File: src/rtl/flag_sequencer.sv
// Frame-synchronous flag selector for the VGA pride display.
// Holds the current flag index and changes it only on frame boundaries.
// Changes come from debounced next/prev buttons, a direct load, or an
// auto-cycle dwell timer. An optional blanking interval of whole frames
// hides each change.
module flag_sequencer #(
    parameter int NUM_FLAGS    = 82,
    parameter int SEL_W        = 7,
    parameter int DWELL_FRAMES = 120,
    parameter int BLANK_FRAMES = 2,
    parameter int RESET_FLAG   = 0
) (
    input  logic             clk,
    input  logic             rst_n,
    input  logic             frame_tick,
    input  logic             btn_next,
    input  logic             btn_prev,
    input  logic             auto_en,
    input  logic             load_strobe,
    input  logic [SEL_W-1:0] load_value,
    output logic [SEL_W-1:0] selector,
    output logic [SEL_W-1:0] max,
    output logic             blank,
    output logic             changed
);

    localparam int DW = (DWELL_FRAMES > 1) ? $clog2(DWELL_FRAMES) : 1;
    localparam int BW = (BLANK_FRAMES > 1) ? $clog2(BLANK_FRAMES) : 1;

    localparam logic [SEL_W-1:0] MAX_IDX     = SEL_W'(NUM_FLAGS - 1);
    localparam logic [SEL_W-1:0] RESET_IDX   = SEL_W'(RESET_FLAG);
    localparam logic [DW-1:0]    DWELL_LAST  = DW'(DWELL_FRAMES - 1);
    localparam logic [BW-1:0]    BLANK_LAST  = BW'((BLANK_FRAMES > 0) ? (BLANK_FRAMES - 1) : 0);

    typedef enum logic {
        ST_SHOW,
        ST_BLANK
    } state_t;

    typedef enum logic [1:0] {
        REQ_NONE,
        REQ_NEXT,
        REQ_PREV,
        REQ_LOAD
    } req_t;

    state_t           state;
    req_t             pend_kind;
    logic [SEL_W-1:0] pend_load;
    logic [SEL_W-1:0] latched;
    logic [BW-1:0]    blank_cnt;
    logic [DW-1:0]    dwell_cnt;

    logic [1:0]       next_sync;
    logic [1:0]       prev_sync;
    logic             next_q;
    logic             prev_q;
    logic             next_edge;
    logic             prev_edge;

    req_t             new_kind;
    logic [SEL_W-1:0] new_load;
    req_t             merged_kind;
    logic [SEL_W-1:0] merged_load;
    logic [SEL_W-1:0] target;
    logic             auto_fire;
    logic             serve;
    logic             sel_update;

    assign max = MAX_IDX;

    // Two-flop synchronizers plus edge-history flops for both buttons
    always_ff @(posedge clk or negedge rst_n) begin
        if (!rst_n) begin
            next_sync <= '0;
            prev_sync <= '0;
            next_q    <= 1'b0;
            prev_q    <= 1'b0;
        end else begin
            next_sync <= {next_sync[0], btn_next};
            prev_sync <= {prev_sync[0], btn_prev};
            next_q    <= next_sync[1];
            prev_q    <= prev_sync[1];
        end
    end

    assign next_edge = next_sync[1] & ~next_q;
    assign prev_edge = prev_sync[1] & ~prev_q;

    assign auto_fire = auto_en && (state == ST_SHOW) && frame_tick && (dwell_cnt == DWELL_LAST);

    // Merge this cycle's events into the pending request. The auto event is
    // folded in here so a dwell expiry is served on the very tick it fires.
    always_comb begin
        new_kind    = REQ_NONE;
        new_load    = pend_load;
        merged_kind = pend_kind;
        merged_load = pend_load;
        if (load_strobe) begin
            new_kind = REQ_LOAD;
            new_load = (load_value > MAX_IDX) ? MAX_IDX : load_value;
        end else if (next_edge && !prev_edge) begin
            new_kind = REQ_NEXT;
        end else if (prev_edge && !next_edge) begin
            new_kind = REQ_PREV;
        end else if (auto_fire) begin
            new_kind = REQ_NEXT;
        end
        if ((new_kind != REQ_NONE) && (pend_kind != REQ_LOAD)) begin
            merged_kind = new_kind;
            merged_load = new_load;
        end
    end

    // Destination index for the merged request, with wrap at both ends
    always_comb begin
        target = selector;
        case (merged_kind)
            REQ_NEXT: target = (selector == MAX_IDX) ? '0 : selector + 1'b1;
            REQ_PREV: target = (selector == '0) ? MAX_IDX : selector - 1'b1;
            REQ_LOAD: target = merged_load;
            default:  target = selector;
        endcase
    end

    assign serve      = (state == ST_SHOW) && frame_tick && (merged_kind != REQ_NONE);
    assign sel_update = (serve && (BLANK_FRAMES == 0)) ||
                        ((state == ST_BLANK) && frame_tick && (blank_cnt == BLANK_LAST));

    // Sequencer FSM: serves requests at frame ticks, optionally via blanking
    always_ff @(posedge clk or negedge rst_n) begin
        if (!rst_n) begin
            state     <= ST_SHOW;
            selector  <= RESET_IDX;
            blank     <= 1'b0;
            changed   <= 1'b0;
            pend_kind <= REQ_NONE;
            pend_load <= '0;
            latched   <= '0;
            blank_cnt <= '0;
        end else begin
            changed   <= sel_update;
            pend_kind <= merged_kind;
            pend_load <= merged_load;
            case (state)
                ST_SHOW: begin
                    if (serve) begin
                        pend_kind <= REQ_NONE;
                        if (BLANK_FRAMES == 0) begin
                            selector <= target;
                        end else begin
                            state     <= ST_BLANK;
                            blank     <= 1'b1;
                            latched   <= target;
                            blank_cnt <= '0;
                        end
                    end
                end
                ST_BLANK: begin
                    if (frame_tick) begin
                        if (blank_cnt == BLANK_LAST) begin
                            selector <= latched;
                            blank    <= 1'b0;
                            state    <= ST_SHOW;
                        end else begin
                            blank_cnt <= blank_cnt + 1'b1;
                        end
                    end
                end
                default: state <= ST_SHOW;
            endcase
        end
    end

    // Dwell timer: counts shown frames, restarts on any selector update
    always_ff @(posedge clk or negedge rst_n) begin
        if (!rst_n) begin
            dwell_cnt <= '0;
        end else if (!auto_en || sel_update) begin
            dwell_cnt <= '0;
        end else if ((state == ST_SHOW) && frame_tick) begin
            dwell_cnt <= auto_fire ? '0 : dwell_cnt + 1'b1;
        end
    end

endmodule

File: config.mk
export PLATFORM = sky130hd
export DESIGN_NAME = flag_sequencer
export DESIGN_NICKNAME = d
export VERILOG_FILES = /design/src/rtl/flag_sequencer.sv
export SDC_FILE = /design/constraint.sdc
export NUM_CORES = 1
export LEC_CHECK = 0
export CAP_MARGIN = 15
export CORE_AREA = 2 2 66 68
export CTS_CLUSTER_DIAMETER = 30
export CTS_CLUSTER_SIZE = 12
export DETAILED_ROUTE_END_ITERATION = 16
export DIE_AREA = 0 0 68 70
export GPL_TIMING_DRIVEN = 1
export PLACE_DENSITY = 0.87
export SYNTH_ARGS = -nofsm -noshare
export SYNTH_HDL_FRONTEND = slang
export SYNTH_SLANG_ARGS = --single-unit
File: constraint.sdc
create_clock -name clk -period 3 [get_ports clk]
set_clock_uncertainty 0.1 [all_clocks]
set_input_delay 0.6 -clock clk [delete_from_list [all_inputs] [get_ports clk]]
set_output_delay 0.6 -clock clk [all_outputs]
set_load 0.05 [all_outputs]
Yosys cells after proc, flatten, opt, wreduce, memory -nomap -nowiden

Cells that the tools add are included.

Register bits: 40
Input port bits: 14
Output and inout port bits: 16

$add $sub $neg: 4
Magnitude comparators: 1
Equality and inequality tests: 9
Mux-type cells: 28
Bitwise operators: 5
Reductions and logical operators: 22

Operators by type and width:

| operator                                              | number |
|---|---|
| 2-to-1 mux 7 bit                                      | 8 |
| case mux 7 bit (3 select lines)                       | 1 |
| adder 7 x 1 -> 7 bit (second input constant)          | 2 |
| == test 7 bit (second input constant)                 | 2 |
| 2-to-1 mux 2 bit                                      | 6 |
| logical AND 1 bit                                     | 10 |
| 2-to-1 mux 1 bit                                      | 10 |
| greater-than comparator 7 bit (second input constant) | 1 |
| zero test 7 bit                                       | 1 |
| subtractor 7 x 1 -> 7 bit (second input constant)     | 1 |
| != test 2 bit (second input constant)                 | 3 |
| case mux 1 bit (2 select lines)                       | 3 |
| AND reduction 3 bit                                   | 2 |
| nonzero test 2 bit                                    | 3 |
| == test 2 bit (second input constant)                 | 2 |
| AND reduction 2 bit                                   | 2 |
| zero test 1 bit                                       | 3 |
| NOT 1 bit                                             | 3 |
| bitwise AND 1 bit                                     | 2 |
| == test 2 x 1 -> 1 bit (second input constant)        | 1 |
| != test 2 x 1 -> 1 bit (second input constant)        | 1 |
| adder 1 bit (second input constant)                   | 1 |
| logical OR 1 bit                                      | 1 |

Depth between registers and ports, before layout

Depth after elaboration: 15
Depth in mapped cells: 7

Least setup slack after synthesis

OpenSTA, ideal clock, no wires.

Kind: reg2reg
Start point: reg selector[0]
End point: reg latched[0]
Library setup time: 0.082 ns
Data arrival time: 2.314 ns
Data required time: 2.818 ns
Slack: 0.504 ns
Cell stages (with the launch flop): 8
Clock period less this slack: 2.496 ns
Cell sequence: dfrtp_1 > inv_1 > ha_1 > or3b_4 > or4_4 > a2111oi_4 > o22ai_1 > a31oi_1

Word-level cells in the longest chain between the ends: 3
Elaborated cells between the ends (all ways): 7
Classes of those cells: add/sub (2); eq/ne (1); mux (3); reduce/logical (1)

Ends and longest elaborated chain:

| item                                              | RTL line | RTL |
|---|---|---|
| start, declared                                   | 21       | `output logic [SEL_W-1:0] selector,` |
| start signal, assigned                            | 150      | `selector <= target;` |
| start signal, assigned                            | 162      | `selector <= latched;` |
| subtractor 7 x 1 -> 7 bit (tied with other cells) | 120      | `REQ_PREV: target = (selector == '0) ? MAX_IDX : selector - 1'b1;` |
| 2-to-1 mux 7 bit (on tied branches)               | 120, 119 |  |
| case mux 7 bit (3 select lines) (*)               | 118      | `case (merged_kind)` |
| end signal, assigned                              | 154      | `latched <= target;` |
| end, declared                                     | 50       | `logic [SEL_W-1:0] latched;` |

Every way passes the cells marked *; elsewhere a longest branch is shown, timed or not.
A chain may end at the register's enable or synchronous reset.

Final worst setup path

Start point: in frame_tick
End point: reg latched[2]

Word-level cells in the longest chain between the ends: 12
Elaborated cells between the ends (all ways): 18
Classes of those cells: eq/ne (3); mux (7); reduce/logical (8)

Ends and longest elaborated chain:

| item                                                                                     | RTL line | RTL |
|---|---|---|
| start, declared                                                                          | 15       | `input logic frame_tick,` |
| parallel branches: the longest is 12 deep, another holds case mux 7 bit (3 select lines) | -        |  |

Several ways; the timed one is not identified.

==> flow_summary.ini <==
[global_routing]
grt.overflow.total = 0
grt_pass1_wl_um = 7220
track_usage_pct = 19.9
grt_max_degree = 41
antenna_found_initial = 0
grt_pass1_vias = 1537

[setup_path]
crit_path_end = latched[2]
reg2reg_from = selector[0]
cp-end-kind = register
criticalPathCategory = input pin to register
required_ns = 3.11
rr_endpoint = latched[0]
rrSetupSlack_ns = 0.53
reg2regPathDepth = 7
crit_path_max_fanout = 7
worstPathArrival_ns = 2.58
cp-startpoint = frame_tick
start_kind = input pin

[synth]
synthFlopType = dfrtp_1
synth_cells = 203
syn_area_sq_um = 2120
synthArstFlopShare_pct = 100
synth.ff_latch_count = 40
ys_seq_area_share_pct = 47.3
ys_warn_count = 0
synth_top_area_share_pct = 47.3
synth.distinct_cells = 47
avgSynthCellArea_sq_um = 10.4
yosys.area.top_type = dfrtp_1
synth_edf_count = 0
netlist_top_cells_area = dfrtp_1 (47%), mux2_2 (4.3%), xor2_1 (3.7%)

[placement]
gp_congestion = 0.804
port-buffer-count = 22
placed_area_sq_um = 2330
dp_cells = 268
dpl.hpwl_um = 3060

[routing]
wire_per_inst_um = 15.5
dr.pass1.iters = 4
ant_nets = 0
wirelength_um = 4270
route.detailed.drc = 0
vias = 1612
drt-initial-drc-count = 274
vias_per_cell = 5.84

[sta]
grt_setup_unrepaired = false
finalHoldViolCount = 0
fin_crit_sh_pct = 82.3
worst_pin_slew_ns = 0.884
fin_hold_ws_ns = 0.251
max_freq_mhz = 405
tns_ns = 0
slew_headroom_pct = 41.1
min_period_ns = 2.47
drv_slew = 0
setup_viol = 0

[clocking]
cts_setup_buffers = 0
clock_path_buffers = 2
htreeDepth = 2
clk_pin_slew_ns = 0.07
cts_tree = built
hold_buffers = 0
clock_sinks = 40
cts-root-buf = clkbuf_8
numCtsBuffers = 5
postCtsResizedCells = 0
clock_latency_ns = 0.30

[die]
start_util_pct = 51.1
die_y_um = 70
io_pins = 30
dieWidth_um = 68
rows = 24
dieArea_sq_um = 4760
core_area_sq_um = 4140

[pwr]
p_leak_nw = 1.04
ir_worst_vdd_uv = 315
powerDensity_nw_per_um2 = 947
p_total_w = 0.00230

[final_layout]
nFillCells = 339
antenna_cells = 0
mostFrequentLayoutCells = dfrtp_1 (40), clkdlybuf4s50_1 (21), nor2_1 (20)
syn_to_final_growth_pct = 14.5
final_common_cell = dfrtp_1
drive_gt1_share_pct = 11.6
stdcell_area_sq_um = 2430
layout.nets = 241
final_cell_count_no_fill = 276

[worst_hold_path]
hp-class = register to register
worstHoldStart = prev_sync[0]

[outcome]
outcome = complete, no violations

[flow_run]
maxCapViolations = 0
[flip-flops by register name (all words and copies together), names as in the netlist]
signal,count
latched,7
pend_kind,2
pend_load,7
next_q,1
changed,1
next_sync,2
prev_q,1
prev_sync,2
selector,7
state,1
blank_cnt,1
blank,1
dwell_cnt,7
[area by class of cell]
cell class	count	area, sq um	area share [%]
Clock buffer	6	82.6	3.40
Clock inverter	2	10.0	0.413
Timing Repair Buffer	25	238	9.80
Inverter	7	26.3	1.08
Multi-Input combinational cell	144	1000	41.4
Tap cell	52	65.1	2.68
Sequential cell	40	1000	41.3
[power breakdown]
| group | leakage (nW) | total (W) | switching (W) | internal (W) |
|---|---|---|---|---|
| registers | 0.484 | 0.000938 | 0.000222 | 0.000716 |
| logic | 0.506 | 0.000989 | 0.000567 | 0.000422 |
| clock network | 0.0510 | 0.000369 | 0.000186 | 0.000183 |
| total | 1.04 | 0.00230 | 0.000975 | 0.00132 |
[critical path: stages]
cell	delay, ns
clkdlybuf4s50_1	0.56
nand4b_1	0.24
a2111oi_4	0.44
o311a_1	0.41
a222oi_1	0.15
a31oi_1	0.19
[metrics by stage]
| step | utilization [%] | worst slack (ns) |
|---|---|---|
| final | 58.5 | 0.530 |
| after CTS | 58.5 | 0.533 |
| after global placement | 56.3 | 0.341 |
| after global routing | 58.5 | 0.425 |
| after detailed placement | 56.3 | 0.254 |
| after floorplan | - | 0.504 |
[cell usage after synthesis, types with 2 or more instances]
| library cell | number |
|---|---|
| o21ai_0 | 6 |
| nor3_1 | 3 |
| clkbuf_1 | 4 |
| buf_2 | 4 |
| a31oi_1 | 11 |
| nand2b_1 | 3 |
| a2111oi_4 | 2 |
| inv_1 | 7 |
| buf_4 | 8 |
| conb_1 | 2 |
| nor2_1 | 20 |
| a22o_1 | 4 |
| xor2_1 | 9 |
| mux2_2 | 8 |
| nand2_1 | 10 |
| a222oi_1 | 3 |
| a21o_1 | 5 |
| nand3_1 | 9 |
| xnor2_1 | 6 |
| and3_1 | 2 |
| nand4b_1 | 2 |
| dfrtp_1 | 40 |
| ha_1 | 4 |
| a221oi_1 | 2 |
| nor2b_1 | 2 |
| a21oi_1 | 6 |
[how the worst min path moves through the flow]
stage                              end  slack (ns)  cells after the start
after floorplan                  blank        0.20                      0
after global placement    next_sync[1]        0.23                      0
after detailed placement  prev_sync[1]        0.24                      0
after CTS                 prev_sync[1]        0.25                      0
after global routing      next_sync[1]        0.27                      0
final                     prev_sync[1]        0.25                      0
[routing by layer]
| metal | GRT usage, % | wire [um] | up-vias |
|---|---|---|---|
| li1 | - | - | 756 |
| met1 | 27.5 | 1910 | 787 |
| met2 | 30.2 | 2040 | 60 |
| met3 | 4.35 | 233 | 9 |
| met4 | 7.78 | 82 | 0 |
| met5 | 0 | 0 | - |
[cells by family after synthesis]
| kind of cell | after synthesis | synth area share, % |
|---|---|---|
| compound gates | 48 | 18.0 |
| mux | 9 | 4.73 |
| xor+xnor | 15 | 6.20 |
| other cells | 2 | 0.355 |
| flops | 40 | 47.3 |
| fa+ha+maj | 4 | 2.36 |
| buf+inv | 24 | 6.26 |
| simple gates | 61 | 14.8 |
Power figures use the tool's default switching activity.
